`src/rtl/sim_pattern_pkg.sv`:
```
// Shared encodings and constants for the DDR FIFO pattern generator.
// Holds pattern modes, FSM states, LFSR taps and checkerboard words.
package sim_pattern_pkg;

  typedef enum logic [1:0] {
    MODE_CNT  = 2'd0,
    MODE_PRBS = 2'd1,
    MODE_WALK = 2'd2,
    MODE_CHK  = 2'd3
  } mode_e;

  typedef enum logic [1:0] {
    ST_IDLE = 2'd0,
    ST_RUN  = 2'd1,
    ST_DONE = 2'd2
  } state_e;

  // Galois form of x^32+x^22+x^2+x+1, shifting right
  localparam logic [31:0] LFSR_TAPS = 32'h80200003;
  localparam logic [31:0] CHK_EVEN  = 32'h55555555;
  localparam logic [31:0] CHK_ODD   = 32'hAAAAAAAA;

  function automatic logic [31:0] lfsr_step(input logic [31:0] s);
    return {1'b0, s[31:1]} ^ (s[0] ? LFSR_TAPS : 32'h0);
  endfunction

endpackage

```
`src/rtl/pattern_lfsr32.sv`:
```
// 32-bit Galois PRBS register: reloads SEED on load, steps once per adv.
// The value held is the word currently presented in PRBS mode.
module pattern_lfsr32
  import sim_pattern_pkg::*;
#(
  parameter logic [31:0] SEED = 32'h1
) (
  input  logic        clk,
  input  logic        rst_n,
  input  logic        load,
  input  logic        adv,
  output logic [31:0] state
);

  always_ff @(posedge clk or negedge rst_n) begin
    if (!rst_n)    state <= SEED;
    else if (load) state <= SEED;
    else if (adv)  state <= lfsr_step(state);
  end

endmodule

```
`src/rtl/sim_pattern_gen.sv`:
```
// Burst pattern source for the DDR FIFO write side (valid/ready, 4 modes).
// Optional SIM_PATTERN_GEN_ERR_INJ_EN adds err_inj to flip bit 0 of one beat.
module sim_pattern_gen
  import sim_pattern_pkg::*;
#(
  parameter int          DATA_W = 32,
  parameter int          LEN_W  = 16,
  parameter logic [31:0] SEED   = 32'h1
) (
  input  logic              clk,
  input  logic              rst_n,
  input  logic              start,
  input  logic              stop,
  input  logic [1:0]        mode,
  input  logic [LEN_W-1:0]  burst_len,
`ifdef SIM_PATTERN_GEN_ERR_INJ_EN
  input  logic              err_inj,
`endif
  output logic [DATA_W-1:0] out_data,
  output logic              out_valid,
  input  logic              out_ready,
  output logic              busy,
  output logic              done,
  output logic [LEN_W-1:0]  beat_cnt
);

  localparam int NB = DATA_W / 8;
  localparam int NW = DATA_W / 32;

  state_e             state_q, state_n;
  logic               start_q, start_p, start_edge;
  logic               launch, accept, last, fin, inj;
  mode_e              mode_r, md;
  logic [LEN_W-1:0]   len_r, beat_inc;
  logic               stop_pend;
  logic [7:0]         cnt_q, cnt_n;
  logic [DATA_W-1:0]  walk_q, walk_n, pat;
  logic               chk_q, chk_n;
  logic [31:0]        lfsr_q, lfsr_n;

  assign start_edge = start_q & ~start_p;
  assign launch     = (state_q == ST_IDLE) && start_edge;
  assign accept     = (state_q == ST_RUN) && out_ready;
  assign beat_inc   = beat_cnt + 1'b1;
  assign last       = (len_r != '0) && (beat_inc == len_r);
  // stop ends the burst only on an accept, so a stalled beat is never dropped
  assign fin        = accept && (last || stop || stop_pend);

  assign busy      = (state_q == ST_RUN);
  assign out_valid = (state_q == ST_RUN);
  assign done      = (state_q == ST_DONE);

  always_ff @(posedge clk or negedge rst_n) begin
    if (!rst_n) state_q <= ST_IDLE;
    else        state_q <= state_n;
  end

  always_comb begin
    state_n = state_q;
    case (state_q)
      ST_IDLE: if (launch) state_n = ST_RUN;
      ST_RUN:  if (fin)    state_n = ST_DONE;
      ST_DONE:             state_n = ST_IDLE;
      default:             state_n = ST_IDLE;
    endcase
  end

  pattern_lfsr32 #(.SEED(SEED)) u_lfsr (
    .clk   (clk),
    .rst_n (rst_n),
    .load  (launch),
    .adv   (accept),
    .state (lfsr_q)
  );

  // Next beat to present: the initial word at launch, else the advanced word
  always_comb begin
    md     = launch ? mode_e'(mode) : mode_r;
    cnt_n  = launch ? 8'd0 : cnt_q + 8'd1;
    walk_n = launch ? {{(DATA_W-1){1'b0}}, 1'b1}
                    : {walk_q[DATA_W-2:0], walk_q[DATA_W-1]};
    chk_n  = launch ? 1'b0 : ~chk_q;
    lfsr_n = launch ? SEED : lfsr_step(lfsr_q);
    pat    = '0;
    case (md)
      MODE_CNT:  pat = {NB{cnt_n}};
      MODE_PRBS: pat = {NW{lfsr_n}};
      MODE_WALK: pat = walk_n;
      MODE_CHK:  pat = {NW{chk_n ? CHK_ODD : CHK_EVEN}};
      default:   pat = '0;
    endcase
  end

`ifdef SIM_PATTERN_GEN_ERR_INJ_EN
  logic err_flag;

  // Corrupt only a beat that will actually be presented after this accept
  assign inj = accept && !fin && (err_flag || err_inj);

  always_ff @(posedge clk or negedge rst_n) begin
    if (!rst_n)       err_flag <= 1'b0;
    else if (launch)  err_flag <= 1'b0;
    else if (inj)     err_flag <= 1'b0;
    else if (err_inj) err_flag <= 1'b1;
  end
`else
  assign inj = 1'b0;
`endif

  always_ff @(posedge clk or negedge rst_n) begin
    if (!rst_n) begin
      start_q   <= 1'b0;
      start_p   <= 1'b0;
      mode_r    <= MODE_CNT;
      len_r     <= '0;
      stop_pend <= 1'b0;
      beat_cnt  <= '0;
      cnt_q     <= 8'd0;
      walk_q    <= '0;
      chk_q     <= 1'b0;
      out_data  <= '0;
    end else begin
      start_q <= start;
      start_p <= start_q;
      if (launch) begin
        mode_r    <= mode_e'(mode);
        len_r     <= burst_len;
        stop_pend <= 1'b0;
        beat_cnt  <= '0;
      end else if (state_q == ST_RUN) begin
        if (accept)         beat_cnt  <= beat_inc;
        if (stop && !accept) stop_pend <= 1'b1;
      end
      if (launch || accept) begin
        cnt_q    <= cnt_n;
        walk_q   <= walk_n;
        chk_q    <= chk_n;
        out_data <= pat ^ {{(DATA_W-1){1'b0}}, inj};
      end
    end
  end

endmodule

```
`config.mk`:
```
export PLATFORM = sky130hd
export DESIGN_NAME = sim_pattern_gen
export DESIGN_NICKNAME = d
export VERILOG_FILES = /design/src/rtl/sim_pattern_pkg.sv /design/src/rtl/pattern_lfsr32.sv /design/src/rtl/sim_pattern_gen.sv
export SDC_FILE = /design/constraint.sdc
export NUM_CORES = 1
export LEC_CHECK = 0
export CORE_MARGIN = 5
export CORE_UTILIZATION = 45
export DETAILED_ROUTE_END_ITERATION = 6
export GPL_ROUTABILITY_DRIVEN = 1
export PLACE_DENSITY = 0.66
export SYNTH_ARGS = -nofsm -noshare
export SYNTH_HDL_FRONTEND = slang
export SYNTH_HIERARCHICAL = 1
export SYNTH_SLANG_ARGS = --single-unit
```
`constraint.sdc`:
```
create_clock -name clk -period 5.7 [get_ports clk]
set_clock_uncertainty 0.2 [all_clocks]
set_input_delay 1.71 -clock clk [delete_from_list [all_inputs] [get_ports clk]]
set_output_delay 1.71 -clock clk [all_outputs]
set_load 0.02 [all_outputs]
```
==> impl_metrics.env <==
export IMPL_status="finished clean"
export IMPL_whs_path_depth=0
export IMPL_cp_arrival_ns=3.85
export IMPL_drv_cap=0
export IMPL_path_cells="clkdlybuf4s50_1, nand2_2, inv_2, buf_4, mux2i_1, nor2_1"
export IMPL_clk_pin_slew_worst_paths_ns=0.06
export IMPL_antenna_found_initial=0
export IMPL_synth_most_common_cell="dfrtp_1"
export IMPL_final_hold_violation_count=0
export IMPL_dieArea_um2=17900
export IMPL_fmax_mhz=265
export IMPL_cpLargestDelayFamily="buffers and inverters"
export IMPL_yosys_top_cells_count="dfrtp_1 (143), nand2_1 (128), nor2_1 (81)"
export IMPL_syn_to_final_growth_pct=19.7
export IMPL_peakVddDrop_mv=0.301
export IMPL_slew_viol_final=0
export IMPL_dp_hpwl_mm=11.0
export IMPL_worst_setup_path_end_kind="flop"
export IMPL_yosysUniqueCellTypes=60
export IMPL_slew_limit_headroom_pct=19.9
export IMPL_grt_max_degree=113
export IMPL_pre_cts_ws_ns=1.48
export IMPL_vias_per_cell=5.72
export IMPL_crit_buf_inv=3
export IMPL_cts_buffer_depth=2
export IMPL_final_antenna_net_count=0
export IMPL_initial_core_util_pct=45.6
export IMPL_required_ns=5.77
export IMPL_critPathSlowestCell="buf_4"
export IMPL_cts_root_buf="clkbuf_16"
export IMPL_cts_htree_levels=4
export IMPL_drive_gt1_share_pct=7.67
export IMPL_worst_pin_slew_ns=1.20
export IMPL_synth_top_area_cell="dfrtp_1"
export IMPL_drt_iter0_markers=490
export IMPL_diodes=0
export IMPL_worstSetupPathDepth=6
export IMPL_drcViolationCount=0
export IMPL_hp_class="reg -> reg"
export IMPL_cts_tree="built"
export IMPL_cts_sinks=144
export IMPL_syn_avg_cell_area_um2=9.59
export IMPL_final_setup_viol_count=0
export IMPL_synthTopCellsByArea="dfrtp_1 (52%), nand2_1 (7.0%), a21oi_1 (5.0%), nor2_1 (4.4%), mux2i_1 (4.4%)"
export IMPL_layout_setup_ws_ns=1.92
export IMPL_yosys_warnings=6
export IMPL_syn_inst=718
export IMPL_cts_hold_buf=0
export IMPL_numPortBuffers=73
export IMPL_first_pass_iters=5
export IMPL_path_max_fanout=82
export IMPL_grt_overflow=0
export IMPL_nets=794
export IMPL_reg2regPathDepth=6
export IMPL_rsz0062_at_grt="false"
export IMPL_synth_ff_type="dfrtp_1"
export IMPL_clock_latency_ns=0.42
export IMPL_nFillCells=1380
export IMPL_cts_resized=0
export IMPL_ys_seq_area_share_pct=52.4
export IMPL_yosys_register_bits=144
export IMPL_gp_routability_congestion=0.864
export IMPL_grt_pass1_wl_mm=28.4
export IMPL_rrSetupSlack_ns=2.24
export IMPL_grt_pass1_vias=5408
export IMPL_fin_crit_ns=3.78
export IMPL_synthArstFlopShare_pct=100
export IMPL_core_area_um2=15100
export IMPL_cellPowerDensity_nw_per_um2=500
export IMPL_wl_per_cell_um=17.9
export IMPL_synth_fp_nets=743
export IMPL_dr_total_vias=5548
export IMPL_synth_edff_count=0
export IMPL_leakage_uw=0.00353
export IMPL_critPathLaunchType="input port"
export IMPL_slowest_delay_ns=0.79
export IMPL_cts_setup_buffers=0
export IMPL_grt_usage_pct=19.9
export IMPL_design_area_um2=8240
export IMPL_die_x_um=134
export IMPL_rows=45
export IMPL_crit_type="in -> reg"
export IMPL_syn_area_um2=6880
export IMPL_drt_wl_total_mm=17.4
export IMPL_fin_crit_sh_pct=66.2
export IMPL_ioPinCount=74
export IMPL_fin_tns_setup_ns=0
export IMPL_placed_area_um2=7640
export IMPL_synth_top_cell_area_share_pct=52.0
export IMPL_cts_buffers=17
export IMPL_dieHeight_um=134
logic make-up after synthesis:
| kind of cell | share of synthesized area (%) |
|---|---|
| adders and majority gates | 0.363 |
| DFF | 52.4 |
| AOI/OAI and AO/OA | 15.5 |
| buffers and inverters | 4.38 |
| and+or+nand+nor | 18.1 |
| muxes | 4.56 |
| xor gates and xnor gates | 4.71 |
placed cells by master, fill, tap and decap left out, drive strengths merged, types with 4 or more instances in the layout:
master / synthesis / routed
inv: 9 / 9
xnor2: 23 / 23
a22oi: 26 / 26
a31oi: 6 / 6
xor2: 14 / 14
mux2i: 31 / 31
buf: 20 / 8
nor2b: 6 / 6
nor4: 8 / 8
nor2: 83 / 83
a21oi: 69 / 69
nand4: 10 / 10
o211ai: 5 / 5
clkdlybuf4s50: 0 / 72
o22a: 8 / 8
clkbuf: 28 / 23
o31ai: 4 / 4
clkinv: 1 / 6
nand3: 13 / 13
dfrtp: 143 / 143
and3: 5 / 5
or3: 5 / 5
a22o: 7 / 7
o21ai: 30 / 30
nand2: 128 / 128
nor3: 6 / 6
power by group:
group	switching [µW]	leakage [µW]	total [µW]	internal, µW
registers	253	0.00189	1550	1300
clock network	414	0.000289	1100	689
logic	866	0.00136	1470	604
routing by layer:
layer  routed length (µm)  vias up  share of wire (%)  global-route usage [%]
met3                  803       28                4.6                    3.93
met1                 7980     2773                 46                    27.7
li1                     -     2584                  -                       -
met2                 8260      163                 48                    31.3
met4                  321        0                1.8                    6.69
met5                    0        -                  0                       0
through the flow:
stage / hold slack (ns) / cells / power (µW) / util, %
after floorplan: 0.146 / 718 / 2460 / -
after global placement: 0.163 / 938 / 3000 / 50.7
after detailed placement: 0.170 / 938 / 3030 / 50.7
after CTS: 0.175 / 970 / 4150 / 54.6
after global routing: 0.179 / 970 / 4350 / 54.6
final: 0.169 / 970 / 4120 / 54.6
worst paths after layout:
path	start	to
worst max-delay path	out_ready	u_lfsr/state[27]
worst min register to register	start_q	start_p
worst min-delay path	start_q	start_p
max in group asynchronous	rst_n	beat_cnt[13]
min in group asynchronous	rst_n	state_q[0]
worst max register to register	state_q[1]	out_data[28]
area by class of cell:
type | count | area (µm²) | area share (%)
clock buffer | 23 | 488 | 5.92
tap | 188 | 235 | 2.85
multi-input combinational | 516 | 2980 | 36.2
clock inverter | 9 | 108 | 1.31
timing repair buffer | 80 | 785 | 9.52
sequential | 144 | 3600 | 43.8
inverter | 10 | 38.8 | 0.471
sequential cells by signal, summed over array words and instances (netlist names):
name and cells:
len_r 16, mode_r 2, state_q 2, start_q 1, walk_q 32, beat_cnt 16, u_lfsr/state 32, cnt_q 8
out_data 32, start_p 1, stop_pend 1, chk_q 1
Note: power is estimated with default switching activity, not from simulation.
